[src/rtl/mem_arbiter_pkg.sv]
// Shared types for the four-port line-wide memory arbiter.
package mem_arbiter_pkg;
   typedef logic [31:0]  word;
   typedef logic [127:0] line;
   typedef logic [15:0]  line_be;
   typedef logic [1:0]   mem_arb_idx;

   localparam int MEM_ARB_PORTS = 4;

   typedef enum logic {ARB_IDLE, ARB_BUSY} arb_state_e;
endpackage

[src/rtl/mem_arb_rr_pick.sv]
// Combinational round-robin picker for the four memory ports.
// MEM_ARB_PRIO0_EN gives port 0 fixed priority over a 1-3 rotation.
module mem_arb_rr_pick
   import mem_arbiter_pkg::*;
(
   input  logic [3:0] req,
   input  logic [1:0] ptr,
   output logic       any,
   output logic [1:0] idx
);

   logic [3:0] scan_req;
   mem_arb_idx cand;
   logic       found;

   always_comb begin
      any   = |req;
      idx   = ptr;
      cand  = ptr;
      found = 1'b0;
`ifdef MEM_ARB_PRIO0_EN
      // Port 0 is excluded from the rotation; a pointer of 0 simply starts at 1.
      scan_req = {req[3:1], 1'b0};
`else
      scan_req = req;
`endif
      for (int i = 0; i < MEM_ARB_PORTS; i++) begin
         cand = ptr + mem_arb_idx'(i);
         if (!found && scan_req[cand]) begin
            idx   = cand;
            found = 1'b1;
         end
      end
`ifdef MEM_ARB_PRIO0_EN
      if (req[0]) idx = 2'd0;
`endif
   end

endmodule

[src/rtl/mem_arbiter.sv]
// Four-master to one-slave Avalon line arbiter, one transaction in flight.
// MEM_ARB_PRIO0_EN: port 0 wins every arbitration; ports 1-3 rotate.
module mem_arbiter
   import mem_arbiter_pkg::*;
(
   input  logic         clk,
   input  logic         rst_n,

   input  logic [31:0]  in_0_address,
   input  logic         in_0_read,
   input  logic         in_0_write,
   input  logic [127:0] in_0_writedata,
   input  logic [15:0]  in_0_byteenable,
   output logic         in_0_waitrequest,
   output logic [127:0] in_0_readdata,

   input  logic [31:0]  in_1_address,
   input  logic         in_1_read,
   input  logic         in_1_write,
   input  logic [127:0] in_1_writedata,
   input  logic [15:0]  in_1_byteenable,
   output logic         in_1_waitrequest,
   output logic [127:0] in_1_readdata,

   input  logic [31:0]  in_2_address,
   input  logic         in_2_read,
   input  logic         in_2_write,
   input  logic [127:0] in_2_writedata,
   input  logic [15:0]  in_2_byteenable,
   output logic         in_2_waitrequest,
   output logic [127:0] in_2_readdata,

   input  logic [31:0]  in_3_address,
   input  logic         in_3_read,
   input  logic         in_3_write,
   input  logic [127:0] in_3_writedata,
   input  logic [15:0]  in_3_byteenable,
   output logic         in_3_waitrequest,
   output logic [127:0] in_3_readdata,

   input  logic         mem_waitrequest,
   input  logic [127:0] mem_readdata,
   output logic [31:0]  mem_address,
   output logic         mem_read,
   output logic         mem_write,
   output logic [127:0] mem_writedata,
   output logic [15:0]  mem_byteenable
);

   // state    | meaning
   // ARB_IDLE | no grant; picks the next requester for the following cycle
   // ARB_BUSY | granted master is connected straight through to the slave

   arb_state_e state;
   mem_arb_idx grant;
   mem_arb_idx rr_ptr;

   logic [3:0] rd_v;
   logic [3:0] wr_v;
   logic [3:0] req;
   word        addr  [MEM_ARB_PORTS];
   line        wdata [MEM_ARB_PORTS];
   line_be     be    [MEM_ARB_PORTS];
   logic       pick_any;
   mem_arb_idx pick_idx;
   logic [3:0] wait_v;
   line        rdata;

   assign rd_v = {in_3_read, in_2_read, in_1_read, in_0_read};
   assign wr_v = {in_3_write, in_2_write, in_1_write, in_0_write};
   assign req  = rd_v | wr_v;

   assign addr[0]  = in_0_address;
   assign addr[1]  = in_1_address;
   assign addr[2]  = in_2_address;
   assign addr[3]  = in_3_address;
   assign wdata[0] = in_0_writedata;
   assign wdata[1] = in_1_writedata;
   assign wdata[2] = in_2_writedata;
   assign wdata[3] = in_3_writedata;
   assign be[0]    = in_0_byteenable;
   assign be[1]    = in_1_byteenable;
   assign be[2]    = in_2_byteenable;
   assign be[3]    = in_3_byteenable;

   mem_arb_rr_pick u_pick (
      .req (req),
      .ptr (rr_ptr),
      .any (pick_any),
      .idx (pick_idx)
   );

   always_ff @(posedge clk or negedge rst_n) begin
      if (!rst_n) begin
         state  <= ARB_IDLE;
         grant  <= 2'd0;
         rr_ptr <= 2'd0;
      end else begin
         case (state)
            ARB_IDLE: begin
               if (pick_any) begin
                  grant <= pick_idx;
                  state <= ARB_BUSY;
               end
            end
            ARB_BUSY: begin
               // A dropped request abandons the grant without advancing the pointer.
               if (!req[grant]) begin
                  state <= ARB_IDLE;
               end else if (!mem_waitrequest) begin
                  state <= ARB_IDLE;
`ifdef MEM_ARB_PRIO0_EN
                  if (grant != 2'd0) rr_ptr <= grant + 2'd1;
`else
                  rr_ptr <= grant + 2'd1;
`endif
               end
            end
            default: state <= ARB_IDLE;
         endcase
      end
   end

   always_comb begin
      mem_address    = '0;
      mem_read       = 1'b0;
      mem_write      = 1'b0;
      mem_writedata  = '0;
      mem_byteenable = '0;
      wait_v         = 4'hF;
      rdata          = '0;
      if (state == ARB_BUSY) begin
         mem_address    = addr[grant];
         mem_read       = rd_v[grant];
         mem_write      = wr_v[grant];
         mem_writedata  = wdata[grant];
         mem_byteenable = be[grant];
         wait_v[grant]  = mem_waitrequest;
         rdata          = mem_readdata;
      end
   end

   assign in_0_waitrequest = wait_v[0];
   assign in_1_waitrequest = wait_v[1];
   assign in_2_waitrequest = wait_v[2];
   assign in_3_waitrequest = wait_v[3];
   assign in_0_readdata    = rdata;
   assign in_1_readdata    = rdata;
   assign in_2_readdata    = rdata;
   assign in_3_readdata    = rdata;

`ifndef SYNTHESIS
   rw_exclusive: assert property (@(posedge clk) disable iff (!rst_n)
      !(state == ARB_BUSY && mem_read && mem_write))
      else $error("mem_arbiter: granted master drives read and write together");
`endif

endmodule

[config.mk]
export PLATFORM = sky130hd
export DESIGN_NAME = mem_arbiter
export DESIGN_NICKNAME = d
export VERILOG_FILES = /design/src/rtl/mem_arbiter_pkg.sv /design/src/rtl/mem_arb_rr_pick.sv /design/src/rtl/mem_arbiter.sv
export SDC_FILE = /design/constraint.sdc
export NUM_CORES = 1
export LEC_CHECK = 0
export ABC_CLOCK_PERIOD_IN_PS = 2750
export BUFFER_PORTS_ARGS = -buffer_cell sky130_fd_sc_hd__buf_4
export CAP_MARGIN = 20
export CORE_AREA = 2 2 603 605
export CTS_CLUSTER_DIAMETER = 50
export DETAILED_ROUTE_END_ITERATION = 10
export DIE_AREA = 0 0 605 607
export PLACE_DENSITY = 0.3
export REMOVE_ABC_BUFFERS = 1
export SYNTH_ARGS = -nofsm -noshare
export SYNTH_HDL_FRONTEND = slang
export SYNTH_SLANG_ARGS = --single-unit
[constraint.sdc]
create_clock -name clk -period 2.75 [get_ports clk]
set_clock_uncertainty 0.15 [all_clocks]
set_input_delay 0.1375 -clock clk [delete_from_list [all_inputs] [get_ports clk]]
set_output_delay 0.1375 -clock clk [all_outputs]
set_load 0.01 [all_outputs]
==> impl_results.md, run 1 <==
* Worst Max-Slew Pin Slew at 0.956 ns
* DR pass1 iterations at 5
* Busiest grt layer: met2
* Clk buf depth at 2
* Yosys warnings at 0
* Classification of the worst setup path: reg -> out
* Max-slew violation count at 0
* Yosys top cell area share at 0.423
* Met2 usage at 0.246
* Initial Util at 0.0264
* Post-route minimum period at 2.70 ns
* Core area at 361,000 um^2
* Final core occ at 0.0696
* RSZ-0062 raised after global routing: true
* CTS H-tree lvls at 1
* Net count reported at finish at 3,012
* Final GP Congestion at 0.941
* Met1 GRT Util at 0.160
* Bufs and invs on worst path at 3
* Hold slack at 0.0568 ns
* Crit path cell chain: buf_16, buf_16, mux4_2, and2_1, buf_4
* Initial antenna violation count at 305
* Slowest CP cell: mux4_2
* CP max FO at 21
* CP startpoint: grant[0]
* Tot Pwr at 24.3 mW
* DRT Wirelength at 274,000 um
* Setup Viol. Count Final at 0
* Yosys reg bits at 5
* Critical Path Source Type: flop
* Hold path start: mem_waitrequest
* Vias in the first global route at 13,818
* Crit path max-delay family: multiplexers
* Sequential area share after synthesis at 0.0131
* Die width at 605 um
* 1st-iter DRT viols at 1,225
* Die area at 367,000 um^2
* EDFF count, synth at 0
* Root Buffer: clkbuf_16
* DP HPWL at 260,000 um
* Hold Vio Cnt, Final at 0
* Worst r2r src: grant[0]
* Achievable frequency at 370 MHz
* Mapped cell area at 9540 um^2
* Via-per-instance ratio at 2.16
* WL per Instance at 39.1 um
* Worst-path clk slew at 0.03 ns
* Global-route wire length before repair at 302,000 um
* Worst vdd ir at 0.332 mV
* Cell taking the most area after synthesis: mux4_2
* Post-synthesis cell count at 984
* Worst EP required at 2.46 ns
* Avg Inst Size Synth at 9.69 um^2
* PwrDens at 966 nW/um^2
* Unique masters post-synth at 26
* Rel. slew slack at 0.363
* DRC Markers at 0
* Crit path capture type: output port
* Most frequent CP cell: buf_16
* Status: completed
* CTS tree: done
* Largest net degree at the start of global routing at 68
* Most common cell in the netlist: buf_4
* Final period utilization at 0.983
* GRT Residual Overflow at 0
* Num CTS Buffers at 3
* Via Count at 15,148
* CP max stage delay at 0.73 ns
* Prevailing post-synth register cell: dfrtp_1
* Ys async rst share at 1.00
* Sink Count at 5
* Max-cap viol count at 0
* Skew-Pair Late Insertion Delay at 0.23 ns
* Top-Level Pins at 1,537
* Met3 track demand over resource at 0.0556
* Die height at 607 um
* HP Class: in -> reg
* Static Leak at 10.3 nW
* List of most frequent post-synthesis cells: buf_4 (396), and2_1 (306), mux4_2 (179), clkbuf_1 (45), buf_2 (15)
* Layout cell share with drive strength beyond 1 at 0.847
* Area contributors post-synth: mux4_2 (42%), buf_4 (31%), and2_1 (20%), clkbuf_1 (1.8%), dfrtp_1 (1.3%)
* Rows at 221
* CP arrival at 2.42 ns
* Port-buffer cells at 1,536
* GRT Util Overall at 0.141
* Area delta synth->final at 163%
* # fillers at 42,424
* Antenna viol nets, final at 0
## worst min-delay path, stage by stage
cell and delay, ns:
buf_4 0.14, nand2_1 0.05, o21ai_0 0.06
## cell families (layout without fill, tap and decap cells)
family                   count (synthesis)  after routing  share of synthesized area
buffers and inverters                  461           1641                      0.339
other                                    0             43                          0
adder cells (fa/ha/maj)                  4              4                    0.00525
AND/OR/NAND/NOR                        321            321                      0.208
flip-flops                               5              5                     0.0131
AO/OA/AOI/OAI                           12             12                    0.00919
multiplexers                           181            181                      0.425
## through the flow
step	setup WS [ns]	setup TNS [ns]	cells	area [um^2]
finish	0.0466	0	7001	25100
detailed placement	-0.0357	-0.0357	6944	24800
CTS	-0.0204	-0.0376	6952	24900
global placement	-0.0315	-0.0315	6944	24800
floorplan	-5.70	-1613.28	526	6310
global route	-0.00584	-0.00585	6973	25000
## registers in the layout, summed over array words and instances, names as in the netlist
name    count
grant       2
rr_ptr      2
state       1
## area by class of cell
| cell class | instances | area, um^2 | area share |
|---|---|---|---|
| Antenna cell | 43 | 108 | 0.00428 |
| Timing Repair Buffer | 1634 | 12600 | 0.501 |
| Multi-Input combinational cell | 518 | 6190 | 0.247 |
| Inverter | 3 | 11.3 | 0.000448 |
| Clock buffer | 4 | 78.8 | 0.00314 |
| Tap cell | 4794 | 6000 | 0.239 |
| Sequential cell | 5 | 136 | 0.00543 |
## cell usage in the layout (no fill, tap or decap)
master,netlist,final
o31ai_1,1,1
nor3b_2,1,1
dlygate4sd3_1,0,1
diode_2,0,43
buf_6,0,2
mux4_2,179,179
a41o_1,1,1
dfrtp_1,5,2
and2_2,0,9
clkbuf_16,0,4
ha_1,4,4
a21boi_0,1,1
o21ai_0,3,3
mux2_1,2,2
buf_4,396,1609
o211ai_1,1,1
and2_1,306,294
inv_1,2,2
a221oi_1,1,1
buf_16,0,4
and2_4,0,3
nor2_1,6,6
a22o_1,1,1
nor2b_1,1,1
buf_12,0,17
inv_2,1,1
nand3_1,1,1
a21oi_1,1,1
dfrtp_4,0,3
a2bb2oi_1,1,1
o32ai_1,1,1
nand2_1,6,6
clkbuf_1,45,1
## where the power goes
part	total, mW	switching [mW]	internal [mW]
Clock	0.240	0.0479	0.192
Sequential	0.267	0.140	0.127
Combinational	23.7	14.3	9.49
Total	24.3	14.4	9.81
## layer usage
layer,share of wire,vias to the layer above
li1,-,5521
met1,0.37,7459
met2,0.49,1423
met3,0.097,563
met4,0.036,182
met5,0.0043,-
## repair_timing
action                                 4_1_cts  5_1_grt
gates resized for setup                     13        5
setup endpoints to repair                   19       17
setup buffers                                2        5
gates cloned                                 1        1
endpoints found under the hold margin        5        0
hold buffers                                 1        0
pin swaps                                    0        0
## final timing paths
path	slack (ns)	cells past startpoint	endpoint
max reg2reg	0.40	5	rr_ptr[0]
min in group asynchronous	0.32	2	state
min	0.06	3	state
max in group asynchronous	2.01	2	grant[1]
min reg2reg	0.43	1	rr_ptr[1]
max	0.05	5	mem_byteenable[10]
Power figures use the tool's default switching activity.
==> inputs of run 2 (changes only) <==
Settings changed: ABC_CLOCK_PERIOD_IN_PS 2750 to 3500, CORE_AREA 2 2 603 605 to 10 10 591 593, DIE_AREA 0 0 605 607 to 0 0 601 603, SLEW_MARGIN set to 0.
Clock period 2.75 ns to 3.5 ns, I/O delays scaled along.
==> run 2 against run 1 <==
  * Cell area decreased by 3.4%
  * Setup slack improved by 0.51 ns
  * Critical path depth unchanged
  * Combinational power decreased by 26%
  * Wire length increased by 3.9%
  * Register-to-register slack improved by 0.67 ns
  * Largest power group unchanged
  * Count of clock-buffer cells in the layout unchanged
  * Final cell count decreased by 4.4%
  * Worst hold slack improved by 0.080 ns
  * Global-route usage increased by 0.70 points
  * Power decreased by 25%
==> impl_results.md, run 2 (same netlist as run 1, synthesis figures left out) <==
* Initial Util at 0.0282
* Static Leak at 9.98 nW
* Top-Level Pins at 1,537
* Largest regs: grant (2), rr_ptr (2), state (1)
* Sink Count at 5
* Resized Gates After CTS at 0
* Port-buffer cells at 1,536
* Slowest CP cell: dfrtp_4
* Final std cells w/o fill at 6,695
* DP HPWL at 274,000 um
* Num CTS Buffers at 3
* Hold Vio Cnt, Final at 0
* 1st-iter DRT viols at 1,227
* Die area at 362,000 um^2
* Worst EP required at 3.17 ns
* DRC Markers at 0
* CP max stage delay at 0.61 ns
* DR pass1 iterations at 5
* Global-route wire length before repair at 320,000 um
* GRT Util Overall at 0.148
* Antenna viol nets, final at 0
* Status: completed
* Die height at 603 um
* Max-cap viol count at 0
* R2r setup slk at 1.07 ns
* CTS tree: done
* Post-route minimum period at 2.94 ns
* Net count reported at finish at 2,967
* Skew-Pair Late Insertion Delay at 0.23 ns
* DRT Wirelength at 284,000 um
* Worst Max-Slew Pin Slew at 0.980 ns
* RSZ-0062 raised after global routing: false
* Classification of the worst setup path: reg -> out
* CP arrival at 2.62 ns
* Most frequent CP cell: buf_12
* Final worst slack at 0.557 ns
* WL per Instance at 42.5 um
* Area delta synth->final at 154%
* HP Class: in -> reg
* Crit path cell chain: buf_12, buf_12, mux4_2, and2_1, buf_4
* Commonest non-fill, non-tap cell in the layout: buf_4
* Rows at 214
* Largest net degree at the start of global routing at 109
* Critical Path Source Type: flop
* Die width at 601 um
* GRT Residual Overflow at 0
* PwrDens at 745 nW/um^2
* Final GP Congestion at 0.927
* Max-slew violation count at 0
* Layout cell share with drive strength beyond 1 at 0.841
* Crit path capture type: output port
* Placed Cells at 6,650
* Hold_buf cts at 1
* Setup Viol. Count Final at 0
* Tot Pwr at 18.1 mW
* Final TNS setup at 0 ns
* Worst-path clk slew at 0.03 ns
* CP max FO at 15
* CTS H-tree lvls at 1
* Vias in the first global route at 14,460
* Post CTS Setup Buffer Count at 0
* Clk buf depth at 2
* Rel. slew slack at 0.347
* # fillers at 39,858
* Core area at 338,000 um^2
* Final period utilization at 0.841
* Root Buffer: clkbuf_16
* Achievable frequency at 340 MHz
* Initial antenna violation count at 340
* Pre-CTS setup slack at 0.756 ns
* Via Count at 14,813
* Via-per-instance ratio at 2.21
* Worst vdd ir at 0.343 mV
* Most frequent cells in the layout: buf_4 (1,577), and2_1 (298), mux4_2 (179)
[run 2: changes by cell type in the layout (fill, tap and decap cells not counted), sizes merged]
cell and change:
diode -3, buf -44, clkbuf -1
[run 2: routing by layer]
metal | vias up | global-route usage | routed length (um)
met5 | - | 0 | 1550
met4 | 220 | 0.0116 | 4700
met3 | 550 | 0.0865 | 35600
met2 | 1370 | 0.262 | 139000
met1 | 7267 | 0.159 | 103000
li1 | 5406 | - | -
[run 2: report_power, final]
group          internal [mW]  total (mW)  switching, mW
Sequential            0.0993       0.236          0.136
Clock                  0.151       0.188         0.0367
Combinational           7.01        17.6           10.6
Total                   7.26        18.1           10.8
[run 2: final cells by class]
| cell class | count | area, um^2 | share of cell area |
|---|---|---|---|
| timing repair buffer | 1589 | 12100 | 0.498 |
| multi-input combinational | 518 | 6180 | 0.255 |
| tap | 4536 | 5680 | 0.234 |
| sequential | 5 | 136 | 0.00562 |
| antenna | 40 | 100 | 0.00413 |
| clock buffer | 4 | 78.8 | 0.00325 |
| inverter | 3 | 11.3 | 0.000464 |
[run 2: worst max-delay path, delay by kind of cell, from the launching register on]
kind	cells	cell delay, ns
multiplexers	1	0.59
flip-flops	1	0.61
buffers and inverters	3	0.71
AND/OR/NAND/NOR	1	0.41
[run 2: worst paths after layout]
kind,start,endpoint,cells after the start
max,grant[0],mem_writedata[105],5
max in group asynchronous,rst_n,grant[1],2
min in group asynchronous,rst_n,state,2
max reg2reg,grant[0],rr_ptr[0],5
min,mem_waitrequest,state,3
min reg2reg,rr_ptr[0],rr_ptr[0],1
[run 2: stage by stage]
stage / util / instance area (um^2) / hold WS [ns]
2_1_floorplan: - / 6310 / -0.271
3_3_place_gp: 0.0712 / 24100 / -0.153
3_5_place_dp: 0.0712 / 24100 / -0.154
4_1_cts: 0.0715 / 24200 / 0.126
5_1_grt: 0.0715 / 24200 / 0.142
6_report: 0.0718 / 24300 / 0.137
==> inputs of run 3 (changes only) <==
Settings changed: ABC_AREA set to 1, ABC_CLOCK_PERIOD_IN_PS 3500 to 3000, CORE_AREA 10 10 591 593 to 10 10 592 594, DIE_AREA 0 0 601 603 to 0 0 602 604.
Clock period 3.5 ns to 3 ns, I/O delays scaled along.
==> run 3 against run 2 <==
  * Non-clock buffer count rose by 150
  * Critical endpoint is now mem_byteenable[10]
  * Critical path depth did not move
  * Global-route usage fell by 0.98 points
  * Largest power group unchanged
==> impl_results.md, run 3 <==
* Status: completed
* Unique masters post-synth at 22
* # fillers at 40,435
* WL per Instance at 34.0 um
* Ys async rst share at 1.00
* Core area at 338,000 um^2
* Most frequent CP cell: buf_4
* CP arrival at 2.54 ns
* Switch Pwr at 18.9 mW
* Initial antenna violation count at 122
* Global-route wire length before repair at 312,000 um
* Final GP Congestion at 0.961
* Worst r2r src: grant[1]
* Die width at 602 um
* Max-slew violation count at 0
* Skew-Pair Late Insertion Delay at 0.24 ns
* Critical Path Source Type: flop
* Internal at 9.03 mW
* Pre-CTS setup slack at -0.0845 ns
* Yosys reg bits at 5
* Hold Vio Cnt, Final at 0
* DRC Markers at 0
* Worst-path clk slew at 0.04 ns
* Rows at 214
* Final period utilization at 0.945
* Crit path capture type: output port
* Rel. slew slack at 0.136
* Most frequent cells in the layout: buf_4 (1,703), nor2_1 (711), o21ai_0 (283)
* Achievable frequency at 353 MHz
* Classification of the worst setup path: reg -> out
* Antenna viol nets, final at 0
* Crit path cell chain: inv_8, buf_4, o21ai_0, a21oi_1, buf_4
* Via-per-instance ratio at 2.52
* Hold path start: mem_waitrequest
* Setup Viol. Count Final at 0
* RSZ-0062 raised after global routing: false
* DP HPWL at 248,000 um
* EDFF count, synth at 0
* HP Class: in -> reg
* Area contributors post-synth: buf_4 (29%), nor2_1 (26%), o21ai_0 (14%), a21oi_1 (8.7%), nand2_1 (6.4%)
* Avg Inst Size Synth at 4.88 um^2
* Port-buffer cells at 1,536
* CP startpoint: grant[0]
* Commonest non-fill, non-tap cell in the layout: buf_4
* Area delta synth->final at 152%
* Layout cell share with drive strength beyond 1 at 0.527
* Static Leak at 12.3 nW
* Placed Cells at 7,869
* Largest regs: grant (2), rr_ptr (2), state (1)
* List of most frequent post-synthesis cells: nor2_1 (711), buf_4 (395), o21ai_0 (287), a21oi_1 (181), nand2_1 (178)
* Final core occ at 0.0774
* CP max stage delay at 0.76 ns
* Post CTS Setup Buffer Count at 0
* CTS tree: done
* Clock Power Share at 0.008
* Final TNS setup at 0 ns
* Prevailing post-synth register cell: dfrtp_1
* Yosys warnings at 0
* Yosys top cell area share at 0.285
* Sink Count at 5
* Crit path max-delay family: compound AO/OA/AOI/OAI gates
* 1st-iter DRT viols at 1,611
* Max-cap viol count at 0
* Switching Fraction at 0.676
* CTS H-tree lvls at 1
* Post-synthesis cell count at 2,131
* Vias in the first global route at 19,998
* Clk buf depth at 2
* Most common cell in the netlist: nor2_1
* Worst Max-Slew Pin Slew at 1.28 ns
* Final std cells w/o fill at 7,891
* Final worst slack at 0.165 ns
* Net count reported at finish at 4,186
* Sequential area share after synthesis at 0.0120
* Top-Level Pins at 1,537
* Worst EP required at 2.70 ns
* Worst vdd ir at 0.426 mV
* Post-route minimum period at 2.84 ns
* PwrDens at 1070 nW/um^2
* Bufs and invs on worst path at 3
* Share of power burned in registers at 0.009
* Root Buffer: clkbuf_16
* GRT Util Overall at 0.138
* Cell taking the most area after synthesis: buf_4
* Via Count at 19,853
* Die area at 364,000 um^2
* Initial Util at 0.0307
* CP max FO at 31
* DRT Wirelength at 268,000 um
* DR pass1 iterations at 6
* Tot Pwr at 27.9 mW
* GRT Residual Overflow at 0
* Logic pwr share at 0.983
* Slowest CP cell: o21ai_0
* Mapped cell area at 10,400 um^2
* Largest net degree at the start of global routing at 83
* Die height at 604 um
* Num CTS Buffers at 3
run 3: cell count changes in the layout (fill, tap and decap cells not counted), sizes merged, moves of 2 or more:
cell / delta
nand3: +9
buf: +150
inv: +136
nor2: +705
o21ai: +356
and2: -305
a21oi: +181
mux4: -179
nand2: +174
mux2: -2
diode: -23
run 3: logic make-up after synthesis:
family	synth area share
AO/OA/AOI/OAI	0.262
adder cells (fa/ha/maj)	0.00481
buffers and inverters	0.392
flip-flops	0.0120
AND/OR/NAND/NOR	0.329
run 3: timing repair:
item,in CTS,in global routing
endpoints found under the setup margin,8,0
hold endpoints to repair,5,0
resized for setup,9,0
hold buffers,1,0
run 3: tightest hold or removal path, stage by stage:
cell,delay [ns]
buf_4,0.10
nand3_1,0.07
nand2_1,0.05
run 3: layout make-up:
type | instances | area, um^2 | share of cell area
clock buffers | 4 | 78.8 | 0.00301
repair buffers | 1739 | 13500 | 0.515
diodes | 17 | 42.5 | 0.00162
multi-input cells | 1451 | 6230 | 0.238
flip-flops and latches | 5 | 136 | 0.00521
inverters | 139 | 547 | 0.0209
well taps | 4536 | 5680 | 0.217
run 3: stage by stage:
stage | hold WS (ns) | cell area (um^2)
2_1_floorplan | -0.296 | 6850
3_3_place_gp | -0.145 | 26000
3_5_place_dp | -0.146 | 26000
4_1_cts | 0.0375 | 26100
5_1_grt | 0.0529 | 26200
6_report | 0.0532 | 26200
run 3: path summary, 6_finish.rpt:
| kind | to | slack [ns] | depth (start not counted) |
|---|---|---|---|
| setup / recovery | mem_byteenable[10] | 0.16 | 5 |
| hold / removal | state | 0.05 | 3 |
| setup reg to reg | rr_ptr[1] | 0.86 | 7 |
| hold reg to reg | rr_ptr[1] | 0.54 | 2 |
| max in group asynchronous | state | 2.13 | 2 |
| min in group asynchronous | grant[1] | 0.42 | 2 |
run 3: power by group through the flow:
stage | clock [mW] | sequential (mW) | combinational [mW]
after floorplan | 0 | 0.770 | 6.65
after global placement | 0 | 0.239 | 29.0
after detailed placement | 0 | 0.241 | 28.9
after CTS | 0.231 | 0.242 | 29.0
after global routing | 0.237 | 0.249 | 29.3
final | 0.226 | 0.240 | 27.4
run 3: per-layer routing:
metal,vias up,track usage,share of wire
li1,8730,-,-
met1,9499,0.135,0.33
met2,1287,0.282,0.56
met3,289,0.0350,0.066
met4,48,0.0390,0.036
met5,-,0,0.0012
